$ cat src/rtl/mem_lsu_pkg.sv
// Shared types and helpers for the load/store unit: FSM states, access sizes
// and byte-enable mask validation.
package mem_lsu_pkg;

    typedef enum logic [1:0] {
        ST_IDLE = 2'd0,
        ST_BUSY = 2'd1,
        ST_DONE = 2'd2
    } state_t;

    localparam logic [1:0] SZ_BYTE = 2'b00;
    localparam logic [1:0] SZ_HALF = 2'b01;
    localparam logic [1:0] SZ_WORD = 2'b10;

    // Only byte, half and word masks in the low lanes are legal.
    function automatic logic be_valid(input logic [3:0] be);
        return (be == 4'b0001) || (be == 4'b0011) || (be == 4'b1111);
    endfunction

    // Right-justified lane mask for a load size; the reserved size maps to an illegal mask.
    function automatic logic [3:0] size_mask(input logic [1:0] size);
        case (size)
            SZ_BYTE: return 4'b0001;
            SZ_HALF: return 4'b0011;
            SZ_WORD: return 4'b1111;
            default: return 4'b0000;
        endcase
    endfunction

endpackage

$ cat src/rtl/mem_lsu_align.sv
// Lane steering for the load/store unit: shifts store enables/data into the
// addressed word lanes, right-justifies load data and flags misalignment.
module lsu_align
    import mem_lsu_pkg::*;
(
    input  logic        is_store,
    input  logic [1:0]  read_size,
    input  logic [3:0]  byte_enable,
    input  logic [31:0] write_data,
    input  logic [1:0]  off,
    input  logic [1:0]  load_off,
    input  logic [31:0] mem_rdata,
    output logic [3:0]  mem_be,
    output logic [31:0] mem_wdata,
    output logic [31:0] load_data,
    output logic        misaligned
);

    logic [3:0] mask;

    always_comb begin
        mask       = is_store ? byte_enable : size_mask(read_size);
        mem_be     = 4'(mask << off);
        mem_wdata  = is_store ? 32'(write_data << {off, 3'b000}) : 32'd0;
        load_data  = mem_rdata >> {load_off, 3'b000};
        // A size is inferred from the mask, so one check covers loads and stores.
        misaligned = !be_valid(mask)
                   || ((mask == 4'b0011) && off[0])
                   || ((mask == 4'b1111) && (off != 2'b00));
    end

endmodule

$ cat src/rtl/mem_lsu.sv
// Load/store unit: turns byte-addressed core requests into aligned, handshaked
// word accesses and stalls the core until the RAM answers or times out.
module mem_lsu
    import mem_lsu_pkg::*;
#(
    parameter int unsigned MEM_ADDR_WIDTH = 14,
    parameter int unsigned TIMEOUT_CYCLES = 16
) (
    input  logic                      clk,
    input  logic                      rst,
    input  logic                      clk_en,
    input  logic                      i_read_req,
    input  logic [1:0]                i_read_size,
    input  logic [31:0]               i_read_addr,
    output logic [31:0]               o_read_data,
    input  logic                      i_write_enable,
    input  logic [3:0]                i_byte_enable,
    input  logic [31:0]               i_write_addr,
    input  logic [31:0]               i_write_data,
    output logic                      o_stall,
    output logic                      o_misaligned,
    output logic                      o_bus_error,
    output logic                      o_mem_req,
    output logic                      o_mem_we,
    output logic [MEM_ADDR_WIDTH-1:0] o_mem_addr,
    output logic [3:0]                o_mem_be,
    output logic [31:0]               o_mem_wdata,
    input  logic                      i_mem_ack,
    input  logic [31:0]               i_mem_rdata
);

    localparam int unsigned CNT_W = $clog2(TIMEOUT_CYCLES + 1);

    state_t                    state_q, state_d;
    logic [CNT_W-1:0]          cnt_q, cnt_d, cnt_inc;
    logic [1:0]                off_q, off_d;
    logic                      req_d, we_d, mis_d, berr_d, timeout;
    logic [MEM_ADDR_WIDTH-1:0] addr_d;
    logic [3:0]                be_d, al_be;
    logic [31:0]               wdata_d, rdata_d, al_wdata, load_data, req_addr;
    logic                      is_store, req_any, misaligned;
    logic                      unused_addr;

    // A simultaneous load and store resolves to the store.
    assign is_store    = i_write_enable;
    assign req_any     = i_read_req | i_write_enable;
    assign req_addr    = is_store ? i_write_addr : i_read_addr;
    assign unused_addr = ^req_addr[31:MEM_ADDR_WIDTH+2];
    assign cnt_inc     = cnt_q + CNT_W'(1);
    assign timeout     = (cnt_inc == CNT_W'(TIMEOUT_CYCLES));

    lsu_align u_align (
        .is_store    (is_store),
        .read_size   (i_read_size),
        .byte_enable (i_byte_enable),
        .write_data  (i_write_data),
        .off         (req_addr[1:0]),
        .load_off    (off_q),
        .mem_rdata   (i_mem_rdata),
        .mem_be      (al_be),
        .mem_wdata   (al_wdata),
        .load_data   (load_data),
        .misaligned  (misaligned)
    );

    // Next-state and next-output logic.
    always_comb begin
        state_d = state_q;
        cnt_d   = cnt_q;
        off_d   = off_q;
        req_d   = o_mem_req;
        we_d    = o_mem_we;
        addr_d  = o_mem_addr;
        be_d    = o_mem_be;
        wdata_d = o_mem_wdata;
        rdata_d = o_read_data;
        mis_d   = 1'b0;
        berr_d  = 1'b0;
        o_stall = 1'b0;
        case (state_q)
            ST_IDLE: begin
                o_stall = req_any & ~misaligned;
                if (req_any) begin
                    if (misaligned) begin
                        mis_d   = 1'b1;
                        rdata_d = 32'd0;
                        state_d = ST_DONE;
                    end else begin
                        req_d   = 1'b1;
                        we_d    = is_store;
                        addr_d  = req_addr[MEM_ADDR_WIDTH+1:2];
                        be_d    = al_be;
                        wdata_d = al_wdata;
                        off_d   = req_addr[1:0];
                        cnt_d   = '0;
                        state_d = ST_BUSY;
                    end
                end
            end
            ST_BUSY: begin
                o_stall = 1'b1;
                // An ack in the timeout cycle still counts as success.
                if (i_mem_ack) begin
                    rdata_d = o_mem_we ? 32'd0 : load_data;
                    req_d   = 1'b0;
                    state_d = ST_DONE;
                end else if (timeout) begin
                    berr_d  = 1'b1;
                    rdata_d = 32'd0;
                    req_d   = 1'b0;
                    state_d = ST_DONE;
                end else begin
                    cnt_d = cnt_inc;
                end
            end
            ST_DONE: begin
                state_d = ST_IDLE;
            end
            default: begin
                state_d = ST_IDLE;
            end
        endcase
    end

    // State and registered outputs, all gated by the clock enable.
    always_ff @(posedge clk) begin
        if (rst) begin
            state_q      <= ST_IDLE;
            cnt_q        <= '0;
            off_q        <= 2'b00;
            o_mem_req    <= 1'b0;
            o_mem_we     <= 1'b0;
            o_mem_addr   <= '0;
            o_mem_be     <= 4'b0000;
            o_mem_wdata  <= 32'd0;
            o_read_data  <= 32'd0;
            o_misaligned <= 1'b0;
            o_bus_error  <= 1'b0;
        end else if (clk_en) begin
            state_q      <= state_d;
            cnt_q        <= cnt_d;
            off_q        <= off_d;
            o_mem_req    <= req_d;
            o_mem_we     <= we_d;
            o_mem_addr   <= addr_d;
            o_mem_be     <= be_d;
            o_mem_wdata  <= wdata_d;
            o_read_data  <= rdata_d;
            o_misaligned <= mis_d;
            o_bus_error  <= berr_d;
        end
    end

endmodule
$ cat config.mk
export PLATFORM = sky130hd
export DESIGN_NAME = mem_lsu
export DESIGN_NICKNAME = d
export VERILOG_FILES = /design/src/rtl/mem_lsu_pkg.sv /design/src/rtl/mem_lsu_align.sv /design/src/rtl/mem_lsu.sv
export SDC_FILE = /design/constraint.sdc
export NUM_CORES = 1
export LEC_CHECK = 0
export CAP_MARGIN = 30
export CORE_ASPECT_RATIO = 0.8
export CORE_MARGIN = 2
export CORE_UTILIZATION = 43
export CTS_CLUSTER_SIZE = 20
export DETAILED_ROUTE_END_ITERATION = 7
export GPL_TIMING_DRIVEN = 0
export HOLD_SLACK_MARGIN = 0.02
export PLACE_DENSITY = 0.83
export SKIP_LAST_GASP = 1
export SLEW_MARGIN = 20
export SYNTH_ARGS = -nofsm -noshare
export SYNTH_HDL_FRONTEND = slang
export SYNTH_SLANG_ARGS = --single-unit
$ cat constraint.sdc
create_clock -name clk -period 3.9 [get_ports clk]
set_clock_uncertainty 0.05 [all_clocks]
set_input_delay 0.78 -clock clk [delete_from_list [all_inputs] [get_ports clk]]
set_output_delay 0.78 -clock clk [all_outputs]
set_load 0.01 [all_outputs]
==> reports/qor.log <==
[status] result of the run finished, final reports clean
[final_layout] number of fill cells 830
[pwr] overall power after layout 2.486 mW
[floorplanning] Cell Rows 34
[final_layout] Post-layout nets 880
[setup_path] cell-by-cell trace of the critical path clkdlybuf4s50_1 > inv_1 > ha_1 > or3b_1 > a2bb2oi_4 > o21ai_0 > nand2b_1 > a21oi_2 > clkbuf_2
[setup_path] Reg2Reg Setup Slack 1.64 ns
[global_routing] met3 capacity usage during global routing 7.683%
[synthesis] EDFF count, synth 0
[floorplanning] horizontal die dimension 123.3 um
[final_layout] synthesis-to-finish area growth 50.63%
[timing] slew of the pin with the lowest slew margin 0.7393 ns
[floorplanning] die extent in y 99.42 um
[synthesis] compound-gate portion of the synthesized area 18.31%
[global_routing] maximum number of pins on one net before global-route repair 16
[detailed_routing] drc violations 0
[synthesis] sequential fraction of the synthesis area 38.86%
[global_routing] met1 track demand over resource in global routing 32.71%
[synthesis] cell accounting for the most synthesized area dfxtp_1
[timing] number of setup violations in the final report 0
[setup_path] end of the worst register-to-register path o_mem_be[1]
[worst_hold_path] hold path cells 2
[synthesis] post-synth design cell area 4893 sq um
[synthesis] most used standard cells in the synthesized netlist 95 x dfxtp_1, 68 x nand2_1, 52 x mux2i_1
[setup_path] cell with the largest stage delay on the worst path clkdlybuf4s50_1
[global_routing] routing layer with the top usage in global route met2
[timing] count of endpoints failing hold in the final timing report 0
[cts] number of clock sinks 95
[pwr] PwrDens 337.2 nW/um^2
[place] HPWL after DPL 12.62 mm
[place] Setup Slack @ Placement -0.3053 ns
[synthesis] proportion of synthesized flip-flops having asynchronous set or reset 0%
[synthesis] post-synthesis sequential element count 95
[timing] remaining max-slew budget at the tightest pin 50.72%
[floorplanning] initial cell density of the core 44.59%
[final_layout] area used by multi-input combinational logic 2741 sq um
[worst_hold_path] worst min-delay path startpoint o_mem_wdata[2]
[synthesis] mux cell area share after synthesis 18.46%
[cts] TritonCTS clock tree built
[setup_path] delay contributed by the slowest stage of the critical path 0.52 ns
[synthesis] Mean Syn Cell Area 9.216 sq um
[timing] Max Fclk 266.4 MHz
[synthesis] commonest register cell after synthesis dfxtp_1
[setup_path] worst endpoint required time 3.07 ns
[final_layout] number of diodes 0
[synthesis] number of distinct library cells after synthesis 54
[setup_path] Worst Path Buf+Inv 3
[setup_path] family of cells with the greatest summed delay on the critical path buffers and inverters
[worst_hold_path] min-delay worst type reg2reg
[detailed_routing] detailed-route wire length per cell 18.81 um
[place] Placer Congestion 0.9700
[setup_path] depth of the most critical reg-to-reg path 7
[detailed_routing] total vias in the final route 5036
[detailed_routing] number of search-and-repair iterations in the first detailed-routing pass 5
[global_routing] global route total overflow 0
[cts] TritonCTS buffer count 9
[global_routing] number of global-route vias before repair 5024
[final_layout] footprint of the flip-flops and latches 1902 sq um
[timing] setup repair after global routing missed its margin false
[setup_path] launching point of the worst reg2reg path state_q[1]
[worst_hold_path] Hold Crit Endpoint o_mem_wdata[2]
[global_routing] initial antenna violation count 0
[setup_path] sort of element at the start of the critical path primary input
[floorplanning] IO Count 227
[synthesis] dominant cell by count in the synthesized netlist dfxtp_1
[detailed_routing] initial DRC count 313
[setup_path] worst-path fanout max 4
[timing] portion of the clock cycle consumed by the worst path in the final layout 96.26%
[cts] Clock Root Buffer clkbuf_16
[synthesis] net count after synthesis 675
[synthesis] XOR/XNOR share of the synthesized area 0%
[cts] clock latency on the worst-skew pair 0.35 ns
[run] max-cap violation count 0
[cts] cts hold-fix bufs 0
[detailed_routing] routed vias/inst 5.697
[floorplanning] placeable core region 10980 sq um
[setup_path] CP Capture Type output pin
[synthesis] area fraction of the dominant cell type after synthesis 38.86%
[setup_path] type of the worst setup path in2out
[cts] clock transition time at the flip-flop clock pins of the worst setup and hold paths 0.06 ns
[timing] PnR worst setup slack 0.1460 ns
[pwr] worst IR drop on VDD 0.2017 mV
[synthesis] post-synthesis adder-cell area fraction 1.023%
[global_routing] wire length of the first global-routing pass 25.41 mm
[global_routing] met2 Usage GRT 44.29%
[synthesis] cell types occupying the most area after synthesis dfxtp_1 39%, mux2i_1 11%, nand2_1 5.2%, a22o_1 4.5%, a21oi_1 4.0%
[synthesis] Yosys warning count 0
[timing] Final Max Slew Viols 0
[cts] H-tree lvl count 3
[floorplanning] overall die area 12250 sq um
[setup_path] arrival time at the worst endpoint 2.92 ns
[cts] maximum clock path buffer count 2
[timing] post-route minimum period 3.754 ns
[place] Port Buffers 194
[detailed_routing] detailed-route wire length 16.62 mm
[final_layout] proportion of layout cells with a drive suffix above 1 10.41%
[pwr] static leakage power 2.633 nW
[global_routing] aggregate global-route resource usage 26.62%
[synthesis] combinational family with the most area after synthesis multiplexers
[synthesis] post-synthesis simple-gate area fraction 17.92%
[detailed_routing] antenna-violating nets left 0
[synthesis] gate count of the mapped netlist 531
cells by family after synthesis:
kind of cell	count (synthesis)
simple gates	175
compound gates	128
flops	95
mux	78
buf+inv	51
fa+ha+maj	4
timing repair:
item / in CTS / in global routing
buffers inserted: 0 / 0
resized for setup: 3 / 2
setup endpoints to repair: 1 / 1
metal layers:
layer  vias up  wire [um]
met3        38       1759
met2       278       7806
met5         -          0
met1      2377       6679
met4         0        379
li1       2343          -
state kept, by name, summed over array words and instances, names as in the netlist:
register,count
o_mem_wdata,32
o_read_data,32
o_mem_addr,14
cnt_q,5
o_mem_be,4
off_q,2
state_q,2
o_bus_error,1
o_mem_req,1
o_mem_we,1
o_misaligned,1
final cells by class:
type / count / share of cell area, %
plain buffers: 46 / 3.344
repair buffers: 194 / 26.28
clock inverters: 5 / 1.443
clock buffers: 10 / 3.242
inverters: 5 / 0.2546
multi-input cells: 385 / 37.19
flip-flops and latches: 95 / 25.80
well taps: 144 / 2.444
through the flow:
stage	utilization, %	cells	TNS (ns)	hold slack, ns	cell area, sq um
CTS	67.17	884	0	0.4089	7372
global placement	63.92	869	-0.2629	0.3906	7015
detailed placement	63.92	869	-0.3053	0.3943	7015
floorplan	-	531	0	0.4261	4893
global route	67.16	884	0	0.4258	7371
finish	67.16	884	0	0.4069	7371
worst max-delay path by stage:
stage               endpoint           start  slack [ns]  depth (start not counted)
global route         o_stall  i_read_size[0]        0.05                          9
detailed placement   o_stall  i_read_size[0]       -0.31                          9
finish               o_stall  i_read_size[0]        0.15                          9
floorplan            o_stall  i_read_size[0]        0.93                          7
global placement     o_stall  i_read_size[0]       -0.26                          9
CTS                  o_stall  i_read_size[0]        0.02                          9
cell usage in the layout (no fill, tap or decap), types with 5 or more instances in the layout:
master and instances:
a211oi_1 18, clkbuf_1 19, inv_1 5, a22o_1 25, o21ai_0 19, nand2b_1 13, mux4_2 8, mux2i_1 52
nand2_1 68, o2bb2ai_1 8, dfxtp_1 95, clkbuf_16 9, buf_2 13, nor3_1 5, nor2b_1 5, nor2_1 25
clkdlybuf4s50_1 193, a21oi_1 38, nand3_1 39, buf_4 9, mux2_2 17
worst register-to-register path, delay by kind of cell (launching register included):
family	cells	cell delay, ns
flip-flops	1	0.31
buffers and inverters	2	0.85
AO/OA/AOI/OAI	2	0.48
AND/OR/NAND/NOR	3	0.49
report_power, final:
| part | internal [mW] | switching [mW] |
|---|---|---|
| Combinational | 0.240 | 0.221 |
| Sequential | 0.991 | 0.0117 |
| Clock | 0.642 | 0.380 |
No activity file was read; power rests on OpenSTA's default activity.
